==> src/rtl/jk_count_ctrl.sv <==
// jk_count_ctrl: modulo-N up/down counter whose state register updates
// exclusively through per-bit JK excitation. The combinational j/k/tc
// outputs describe what the coming rising edge will do to q.
module jk_count_ctrl #(
    parameter int unsigned WIDTH   = 4,
    parameter int unsigned MODULUS = 10
) (
    input  logic             clk,
    input  logic             rst,
    input  logic             en,
    input  logic             up,
    input  logic             load,
    input  logic [WIDTH-1:0] d,
    output logic [WIDTH-1:0] q,
    output logic [WIDTH-1:0] j,
    output logic [WIDTH-1:0] k,
    output logic             tc
);

    // One extra bit so MODULUS == 2**WIDTH is representable and wrap compares are exact.
    localparam logic [WIDTH:0] MOD_W  = (WIDTH+1)'(MODULUS);
    localparam logic [WIDTH:0] ONE_W  = {{WIDTH{1'b0}}, 1'b1};
    localparam logic [WIDTH:0] MAX_W  = MOD_W - ONE_W;
    localparam logic [WIDTH:0] ZERO_W = '0;

    typedef enum logic [1:0] {
        MODE_HOLD,
        MODE_COUNT,
        MODE_LOAD
    } mode_e;

    mode_e            mode;
    logic [WIDTH-1:0] q_q;
    logic [WIDTH-1:0] q_d;
    logic [WIDTH:0]   q_x;
    logic [WIDTH:0]   q_eff;
    logic [WIDTH:0]   nxt_x;
    logic [WIDTH:0]   d_x;
    logic [WIDTH:0]   dl_x;
    logic [WIDTH-1:0] dl;
    logic [WIDTH-1:0] flip;
    logic             unused_msb;

    // Mode select by priority: load over count over hold.
    always_comb begin
        mode = MODE_HOLD;
        if (load) begin
            mode = MODE_LOAD;
        end else if (en) begin
            mode = MODE_COUNT;
        end
    end

    // Next count value; an out-of-range q is treated as the top legal value.
    always_comb begin
        q_x   = {1'b0, q_q};
        q_eff = (q_x >= MOD_W) ? MAX_W : q_x;
        nxt_x = '0;
        if (up) begin
            nxt_x = (q_eff == MAX_W) ? ZERO_W : (q_eff + ONE_W);
        end else begin
            nxt_x = (q_eff == ZERO_W) ? MAX_W : (q_eff - ONE_W);
        end
        flip = q_q ^ nxt_x[WIDTH-1:0];
    end

    // Load value clamped to the top legal count.
    always_comb begin
        d_x  = {1'b0, d};
        dl_x = (d_x < MOD_W) ? d_x : MAX_W;
        dl   = dl_x[WIDTH-1:0];
    end

    // Both MSBs are provably zero (values never exceed MAX_W < 2**WIDTH).
    assign unused_msb = nxt_x[WIDTH] | dl_x[WIDTH];

    // JK excitation for the selected mode.
    always_comb begin
        j = '0;
        k = '0;
        case (mode)
            MODE_LOAD: begin
                j = dl;
                k = ~dl;
            end
            MODE_COUNT: begin
                j = flip;
                k = flip;
            end
            default: begin
                j = '0;
                k = '0;
            end
        endcase
    end

    // Terminal count: enabled count about to wrap in the current direction.
    always_comb begin
        tc = 1'b0;
        if (en && !load) begin
            tc = up ? ({1'b0, q_q} == MAX_W) : (q_q == '0);
        end
    end

    // JK flip-flop characteristic equation, bitwise.
    always_comb begin
        q_d = (j & ~q_q) | (~k & q_q);
    end

    // State register with asynchronous clear.
    always_ff @(posedge clk or posedge rst) begin
        if (rst) begin
            q_q <= '0;
        end else begin
            q_q <= q_d;
        end
    end

    assign q = q_q;

endmodule

==> config.mk <==
export PLATFORM = sky130hd
export DESIGN_NAME = jk_count_ctrl
export DESIGN_NICKNAME = d
export VERILOG_FILES = /design/src/rtl/jk_count_ctrl.sv
export SDC_FILE = /design/constraint.sdc
export NUM_CORES = 1
export LEC_CHECK = 0
export CAP_MARGIN = 20
export CORE_AREA = 2 2 39 41
export DETAILED_ROUTE_END_ITERATION = 10
export DIE_AREA = 0 0 41 43
export PLACE_DENSITY = 0.85
export REMOVE_ABC_BUFFERS = 1
export SYNTH_ARGS = -nofsm -noshare
export SYNTH_HDL_FRONTEND = slang
export SYNTH_SLANG_ARGS = --single-unit
==> constraint.sdc <==
create_clock -name clk -period 2.65 [get_ports clk]
set_input_delay 0.265 -clock clk [delete_from_list [all_inputs] [get_ports clk]]
set_output_delay 0.265 -clock clk [all_outputs]
set_load 0.005 [all_outputs]
==> out/results.tsv, run 1 <==
metric	value	unit
Tot GR Track Use	0.200	
first-pass GRT wire length	2.50	mm
CP startpoint kind	register	
drt via density	5.60	
Cell Pwr Density	626	nW/um2
Area Overhead vs Synth	64.8	%
outcome	finished, final reports clean	
FF+latch count, synth	4	
Leak	0.393	nW
CP endpoint	j[1]	
Slew @ Worst Pin	0.496	ns
antenna cells	0	
Post-Place Cells	109	
root buf cell	clkbuf_4	
number of flip-flops in the largest register	4	
most common cell after layout, fill and taps aside	clkdlybuf4s50_1	
Final nets	114	
die outline height	43	um
H-tree depth	1	
Cell Area, Synth	515	um2
skew final	0.00184	ns
top layer in use	met4	
post-layout minimum cycle time	2.56	ns
Setup Crit Path Kind	register to output port	
cell depth of the worst flop-to-flop path	9	
CTS Sinks	4	
worst reg2reg path startpoint	q[1]$_DFF_PP0_	
Starting Density	0.373	
Tcrit/Tclk final	0.967	
vias in the first global route	579	
Max FO, Critical Path	3	
Avg Inst Size Synth	7.36	um2
cell count after synthesis	70	
row cnt	14	
crit path DAT	2.30	ns
synth unique cells	31	
setup ws final	0.0875	ns
CTS buffer count	3	
Reg clk slew, reported paths	0.04	ns
initial antenna violation count	0	
Die X	41	um
Reg area	100	um2
# port buffers	21	
WL/cell	13.6	um
Vias	644	
Setup violations, final	0	
drt drc	0	
total design power	0.532	mW
HPWL Detailed	1.13	mm
GPL Wtd Cong	0.822	
Iteration-0 DRC Markers	17	
setup slack, reg-to-reg	0.46	ns
RSZ-0062 raised after global routing	true	
Synthesis Warnings	0	
fillers	122	
die area	1760	um2
# IOs	22	
GRT overflow	0	
# Max-Cap Violations	0	
routed length on met2	771	um
Antenna Violating Nets Remaining	0	
M1 WL	633	um
dpl ws	-0.0374	ns
Min-Delay Path Class	input port to asynchronous set/reset pin	
Multi-input gate area	428	um2
largest net degree at the start of global routing	15	
Final Max Tran Viols	0	
CTS tree	done	
Clock Tree Buf Depth	2	
core area	1380	um2
Final Hold Viols	0	
CP Capture Type	output port	
Peak VDD IR	0.441	mV
Fmax achieved	0.390	GHz
Finished Layout Cells	115	
register area share after synthesis	0.194	
worst reg2reg endpoint	q[2]$_DFF_PP0_	
most frequent cells in the layout	clkdlybuf4s50_1 (15), nand2_1 (9), buf_4 (8)	
met3 routed WL	104	um
Max transition margin	0.668	
layout cell share with drive strength beyond 1	0.222	
Crit. Startpoint	q[1]$_DFF_PP0_	
TritonRoute pass-1 iters	4	
drt total wl	1.56	mm
CP required	2.38	ns
Clock Latency Late Sink	0.23	ns
==> power by group <==
group / leakage (nW) / switching (mW) / internal, mW
Combinational: 0.333 / 0.181 / 0.188
Clock: 0.0138 / 0.0222 / 0.0505
Sequential: 0.0460 / 0.0104 / 0.0793
==> Yosys cell counts <==
cell,count,area [um2]
o31ai_1,1,7.51
nor2_1,3,11.3
a211oi_1,1,7.51
nand3b_1,1,7.51
nor4b_2,1,15.0
a311oi_1,1,8.76
nand4_1,1,6.26
and3_1,1,6.26
nor2b_1,1,6.26
o22ai_1,1,6.26
nand3_1,1,5.00
buf_2,1,5.00
o311a_1,1,10.0
xnor2_1,1,8.76
or2_1,1,6.26
o21ai_1,7,35.0
a221oi_1,1,8.76
dfrtp_1,4,100
inv_2,1,3.75
nand2_1,9,33.8
nand2b_1,6,37.5
a31oi_1,4,25.0
a21oi_1,4,20.0
a22oi_1,1,7.51
or3_1,2,12.5
ha_1,4,50.1
and2b_1,1,7.51
inv_1,3,11.3
mux2i_1,3,30.0
clkbuf_1,2,7.51
a21boi_1,1,7.51
==> worst min path at each step <==
stage	slack (ns)	startpoint	cells after the start	end
floorplan	0.03	rst	1	q[0]$_DFF_PP0_
global placement	0.45	rst	2	q[3]$_DFF_PP0_
detailed placement	0.48	rst	2	q[3]$_DFF_PP0_
CTS	0.24	rst	2	q[3]$_DFF_PP0_
global route	0.24	rst	2	q[3]$_DFF_PP0_
finish	0.22	rst	2	q[3]$_DFF_PP0_
==> routing by layer <==
layer  track usage  vias up
met3        0.0209        4
met4        0.0733        0
met5             0        -
li1              -      315
met2         0.303       32
met1         0.282      293
==> stage by stage <==
step	hold slack (ns)	utilization	instance area [um2]	TNS [ns]
floorplan	0.0311	-	503	0
global placement	0.453	0.557	771	0
detailed placement	0.485	0.557	771	-0.0584
CTS	0.242	0.596	825	0
global route	0.240	0.614	850	-0.0387
finish	0.218	0.614	850	0
==> cells by family after synthesis <==
family                   count (synthesis)  share of synthesized area
adder cells (fa/ha/maj)                  4                     0.0971
AND/OR/NAND/NOR                         28                      0.301
AO/OA/AOI/OAI                           23                      0.279
multiplexers                             3                     0.0583
XOR/XNOR                                 1                     0.0170
flip-flops                               4                      0.194
buffers and inverters                    7                     0.0534
==> critical path, stage by stage, from the launching register on <==
cell and delay (ns):
dfrtp_1 0.36, or2_1 0.26, a21oi_2 0.20, buf_4 0.14, ha_1 0.22, nand2b_1 0.17
o311a_1 0.18, xnor2_2 0.16, o22ai_1 0.16, clkdlybuf4s15_1 0.23
==> area by class of cell <==
cell class                      instances  share of cell area
Multi-Input combinational cell         59               0.504
Timing Repair Buffer                   29               0.311
Sequential cell                         4               0.118
Clock buffer                            3              0.0265
Tap cell                               16              0.0236
Inverter                                4              0.0177
==> what timing repair did <==
action	4_1_cts	5_1_grt
cloned	0	0
hold buffers	0	0
setup endpoints to repair	5	6
gates resized for setup	8	11
setup buffers	2	1
pin swaps	5	3
hold endpoints to repair	0	0
(Power assumes the default switching activity.)
==> run 2: changes to the inputs <==
Settings changed: PLACE_DENSITY 0.85 to 0.83.
==> run 2 against run 1 <==
Clock skew barely moved; count of clock-buffer cells in the layout unchanged; fmax decreased by 2.9%; clock power is 1% lower; wire length fell by 0.45%; utilization grew 0.27 points; global-route usage down 1.4 points; power is essentially flat; die area unchanged; critical path depth down 1; critical path type unchanged; largest cell class unchanged; largest power group unchanged; highest routed layer is now met3.
==> out/results.tsv, run 2 (same netlist as run 1, synthesis figures left out) <==
metric	value	unit	change
drt via density	5.75		+2.6%
initial antenna violation count	0		unchanged
worst path bufs/invs	2		unchanged
Area Overhead vs Synth	65.5	%	
WL/cell	13.6	um	+0.42%
Antenna Violating Nets Remaining	0		unchanged
Critical-path top delay cell	clkdlybuf4s50_1		
fillers	128		+4.9%
crit-path max cell delay	0.45	ns	+0.09 ns
Vias	655		+1.7%
Fmax achieved	0.379	GHz	-2.9%
CTS tree	done		
Tot GR Track Use	0.186		-0.0141
Final Hold Viols	0		unchanged
Clock Tree Buf Depth	2		unchanged
GRT overflow	0		unchanged
root buf cell	clkbuf_4		
outcome	finished, final reports clean		
antenna cells	0		unchanged
first-pass GRT wire length	2.38	mm	-4.7%
Clock Latency Late Sink	0.22	ns	about the same
drt drc	0		unchanged
largest net degree at the start of global routing	15		unchanged
Finished Layout Cells	114		-0.87%
Final nets	113		-0.88%
vias in the first global route	567		-2.1%
# IOs	22		unchanged
layout cell share with drive strength beyond 1	0.214		-0.00794
sequence of cells on the critical path	or2_1, a21oi_2, inv_1, ha_2, a311oi_2, mux2i_1, nand2_1, clkdlybuf4s50_1		
CTS buffer count	3		unchanged
# port buffers	21		unchanged
CP Capture Type	output port		
CP startpoint kind	register		
HPWL Detailed	1.12	mm	-1.4%
Iteration-0 DRC Markers	21		+4
crit path DAT	2.37	ns	+0.07 ns
Multi-input gate area	435	um2	+1.8%
die outline height	43	um	unchanged
Max FO, Critical Path	3		unchanged
CTS Sinks	4		unchanged
Setup violations, final	0		unchanged
Post-Place Cells	110		+0.92%
hold_ws	0.238	ns	+0.0198 ns
Leak	0.395	nW	+0.37%
Hold Buf Count CTS	0		unchanged
Starting Density	0.373		unchanged
# Max-Cap Violations	0		unchanged
Slew @ Worst Pin	0.493	ns	-0.00316 ns
TritonRoute pass-1 iters	6		+2
GPL Wtd Cong	0.843		+2.5%
most frequent cells in the layout	clkdlybuf4s50_1 (16), nand2_1 (9), buf_4 (7)		
RSZ-0062 raised after global routing	true		
Reg clk slew, reported paths	0.04	ns	about the same
H-tree depth	1		unchanged
Peak VDD IR	0.500	mV	+13%
Max transition margin	0.670		+0.00211
number of flip-flops in the largest register	4		unchanged
total design power	0.531	mW	about the same
crit-path leading delay family	buffers and inverters		
post-layout minimum cycle time	2.64	ns	+0.0769 ns
Min-Delay Path Class	input port to asynchronous set/reset pin		
core area	1380	um2	unchanged
Reg area	100	um2	unchanged
Setup Crit Path Kind	register to output port		
Cell Pwr Density	623	nW/um2	-0.53%
CP required	2.38	ns	about the same
skew final	0.00191	ns	+0.0000763 ns
Tcrit/Tclk final	0.996		+0.0290
die area	1760	um2	unchanged
drt total wl	1.55	mm	-0.45%
row cnt	14		unchanged
most common cell after layout, fill and taps aside	clkdlybuf4s50_1		
Die X	41	um	unchanged
Final Max Tran Viols	0		unchanged
[run 2: cell types whose count changed in the layout (fill, tap and decap cells not counted)]
cell / delta
clkbuf_2: -1
nand2b_1: -1
clkdlybuf4s15_1: -1
buf_4: -1
dlygate4sd2_1: +1
clkdlybuf4s50_1: +1
nand2b_4: +1
[run 2: worst paths after layout]
path	slack [ns]	depth (start not counted)	endpoint	from
hold / removal	0.24	2	q[2]$_DFF_PP0_	rst
max in group asynchronous	2.26	2	q[0]$_DFF_PP0_	rst
setup / recovery	0.01	8	j[2]	q[1]$_DFF_PP0_
min in group clk	0.66	2	q[2]$_DFF_PP0_	q[2]$_DFF_PP0_
hold reg to reg	0.66	2	q[2]$_DFF_PP0_	q[2]$_DFF_PP0_
setup reg to reg	0.62	8	q[2]$_DFF_PP0_	q[1]$_DFF_PP0_
[run 2: layout make-up]
class,count,share of cell area
Multi-Input combinational cell,59,0.510
Timing Repair Buffer,28,0.305
Sequential cell,4,0.117
Clock buffer,3,0.0264
Tap cell,16,0.0235
Inverter,4,0.0176
[run 2: what timing repair did]
| item | CTS | global route |
|---|---|---|
| gates resized for setup | 9 | 7 |
| hold endpoints to repair | 0 | 0 |
| setup buffers | 2 | 0 |
| pin swaps | 3 | 1 |
| endpoints found under the setup margin | 6 | 5 |
[run 2: where the power goes]
part	internal, mW	switching (mW)	total (mW)
clock	0.0504	0.0213	0.0718
sequential	0.0793	0.0117	0.0910
combinational	0.188	0.181	0.369
[run 2: routing by layer]
metal / share of wire / wire length, um / vias up / GRT usage
met5: 0 / 0 / - / 0
met4: 0 / 0 / 0 / 0
met3: 0.059 / 91 / 0 / 0.0157
met2: 0.52 / 807 / 29 / 0.322
met1: 0.42 / 653 / 308 / 0.256
li1: - / - / 318 / -
[run 2: worst register-to-register path, delay by kind of cell, from the launching register on]
family | cells | cell delay, ns
adders and majority gates | 1 | 0.19
DFF | 1 | 0.37
AOI/OAI and AO/OA | 4 | 0.75
and+or+nand+nor | 1 | 0.25
muxes | 1 | 0.31
buffers and inverters | 1 | 0.09
[run 2: metrics by stage]
step	utilization	TNS [ns]	setup slack, ns	instance area, um2
after floorplan	-	0	0.474	503
after global placement	0.562	0	0.0527	778
after detailed placement	0.562	0	0.00211	778
after CTS	0.604	0	0.00177	836
after global routing	0.617	-0.109	-0.109	853
final	0.617	0	0.0106	853
==> run 3: changes to the inputs <==
Settings changed: CORE_AREA 2 2 39 41 to 3 3 40 42, DIE_AREA 0 0 41 43 to 0 0 43 45.
==> run 3 against run 2 <==
The flow now finishes with violations (setup timing); power increased by 14%; worst hold slack got worse by 0.033 ns; non-clock buffer count up 11; global-route usage is 1.0 points higher; clock skew down 0.0015 ns; combinational power is 18% higher; sequential share of layout area decreased by 1.0 points; wire length up 26%.
==> out/results.tsv, run 3 (same netlist as run 1, synthesis figures left out) <==
metric	value	unit	change
outcome	finished with violations		
failing checks	setup timing		
Reg area	100	um2	unchanged
row cnt	13		-1
initial antenna violation count	0		unchanged
Starting Density	0.401		+0.0287
CTS tree	done		
GPL Wtd Cong	0.895		+6.2%
CP startpoint kind	register		
Area Overhead vs Synth	81.3	%	
CTS buffer count	3		unchanged
Critical Path Most Common Cell	buf_4		
core area	1280	um2	-7.1%
die area	1940	um2	+9.8%
Hold Buf Count CTS	0		unchanged
most common cell after layout, fill and taps aside	buf_4		
crit path DAT	2.80	ns	+0.43 ns
HPWL Detailed	1.15	mm	+2.8%
WL/cell	15.8	um	+16%
Clock Latency Late Sink	0.23	ns	about the same
Min-Delay Path Class	input port to asynchronous set/reset pin		
Fmax achieved	0.377	GHz	-0.53%
Final nets	124		+9.7%
Setup violations, final	1		+1
Max FO, Critical Path	3		unchanged
root buf cell	clkbuf_4		
crit-path leading delay family	buffers and inverters		
Reg clk slew, reported paths	0.04	ns	about the same
Antenna Violating Nets Remaining	0		unchanged
antenna cells	0		unchanged
largest net degree at the start of global routing	15		unchanged
first-pass GRT wire length	2.81	mm	+18%
Leak	0.430	nW	+9.1%
fillers	106		-17%
Vias	719		+9.8%
# port buffers	21		unchanged
die outline height	45	um	+4.7%
Tot GR Track Use	0.196		+0.0103
post-layout minimum cycle time	2.65	ns	+0.0140 ns
crit-path max cell delay	0.36	ns	-0.09 ns
setup slack, reg-to-reg	-0.003	ns	-0.62 ns
Peak VDD IR	0.294	mV	-41%
Clock Tree Buf Depth	2		unchanged
layout cell share with drive strength beyond 1	0.303		+0.0885
Iteration-0 DRC Markers	28		+33%
# IOs	22		unchanged
CP Capture Type	register		
sequence of cells on the critical path	or2_1, a21oi_2, ha_1, nor4b_4, buf_4, a311oi_2, mux2i_1, buf_4, buf_4, buf_4, buf_4, buf_4, buf_4, a22oi_2		
CTS Sinks	4		unchanged
Die X	43	um	+4.9%
GRT overflow	0		unchanged
setup ws final	-0.00338	ns	-0.0140 ns
CP required	2.79	ns	+0.41 ns
Final Hold Viols	0		unchanged
drt drc	0		unchanged
number of flip-flops in the largest register	4		unchanged
Final Max Tran Viols	0		unchanged
Crit. Startpoint	q[1]$_DFF_PP0_		
Setup Crit Path Kind	register to register		
# Max-Cap Violations	0		unchanged
drt via density	5.80		+0.92%
Slew @ Worst Pin	0.252	ns	-0.242 ns
Multi-input gate area	440	um2	+1.1%
RSZ-0062 raised after global routing	true		
drt total wl	1.95	mm	+26%
worst reg2reg path startpoint	q[1]$_DFF_PP0_		
Cell Pwr Density	648	nW/um2	+4.1%
dpl ws	-0.0243	ns	-0.0264 ns
H-tree depth	1		unchanged
worst path bufs/invs	7		+5
skew final	0.000376	ns	-0.00154 ns
TritonRoute pass-1 iters	5		-1
vias in the first global route	667		+18%
Max transition margin	0.828		+0.157
Post-Place Cells	111		+0.91%
Finished Layout Cells	124		+8.8%
Tcrit/Tclk final	1.00		+0.00529
most frequent cells in the layout	buf_4 (18), clkdlybuf4s50_1 (17), nand2_1 (9)		
Critical-path top delay cell	dfrtp_1		
==> run 3: final cells by class <==
cell class / instances / share of cell area
repair buffers: 39 / 0.361
clock buffers: 3 / 0.0241
flip-flops and latches: 4 / 0.107
multi-input cells: 59 / 0.471
well taps: 15 / 0.0201
inverters: 4 / 0.0161
==> run 3: what timing repair did <==
item,4_1_cts,5_1_grt
pin swaps,3,3
gates resized for setup,7,11
buffers inserted,6,4
endpoints found under the setup margin,6,6
==> run 3: worst paths after layout <==
kind,to,cells past startpoint
max,q[2]$_DFF_PP0_,14
min,q[1]$_DFF_PP0_,2
max in group asynchronous,q[3]$_DFF_PP0_,2
max reg2reg,q[2]$_DFF_PP0_,14
min reg2reg,q[2]$_DFF_PP0_,2
min in group clk,q[2]$_DFF_PP0_,2
==> run 3: metal layers <==
| layer | share of wire | vias to the layer above | GRT usage |
|---|---|---|---|
| li1 | - | 333 | - |
| met1 | 0.40 | 325 | 0.231 |
| met2 | 0.50 | 45 | 0.320 |
| met3 | 0.049 | 16 | 0.0239 |
| met4 | 0.047 | 0 | 0.163 |
| met5 | 0 | - | 0 |
==> run 3: power by group <==
part | leakage [nW] | internal (mW) | switching [mW] | total (mW)
clock | 0.0138 | 0.0509 | 0.0285 | 0.0794
sequential | 0.0460 | 0.0792 | 0.0108 | 0.0900
combinational | 0.371 | 0.223 | 0.213 | 0.436
==> run 3: stage by stage <==
stage | setup TNS, ns | cell area (um2) | hold WS, ns | utilization | power [mW]
detailed placement | -0.0243 | 792 | 0.452 | 0.616 | 0.425
global route | -0.286 | 935 | 0.217 | 0.727 | 0.644
floorplan | 0 | 503 | 0.0311 | - | 0.250
CTS | -0.0917 | 877 | 0.210 | 0.683 | 0.537
global placement | 0 | 792 | 0.447 | 0.616 | 0.418
finish | -0.00338 | 935 | 0.206 | 0.727 | 0.606
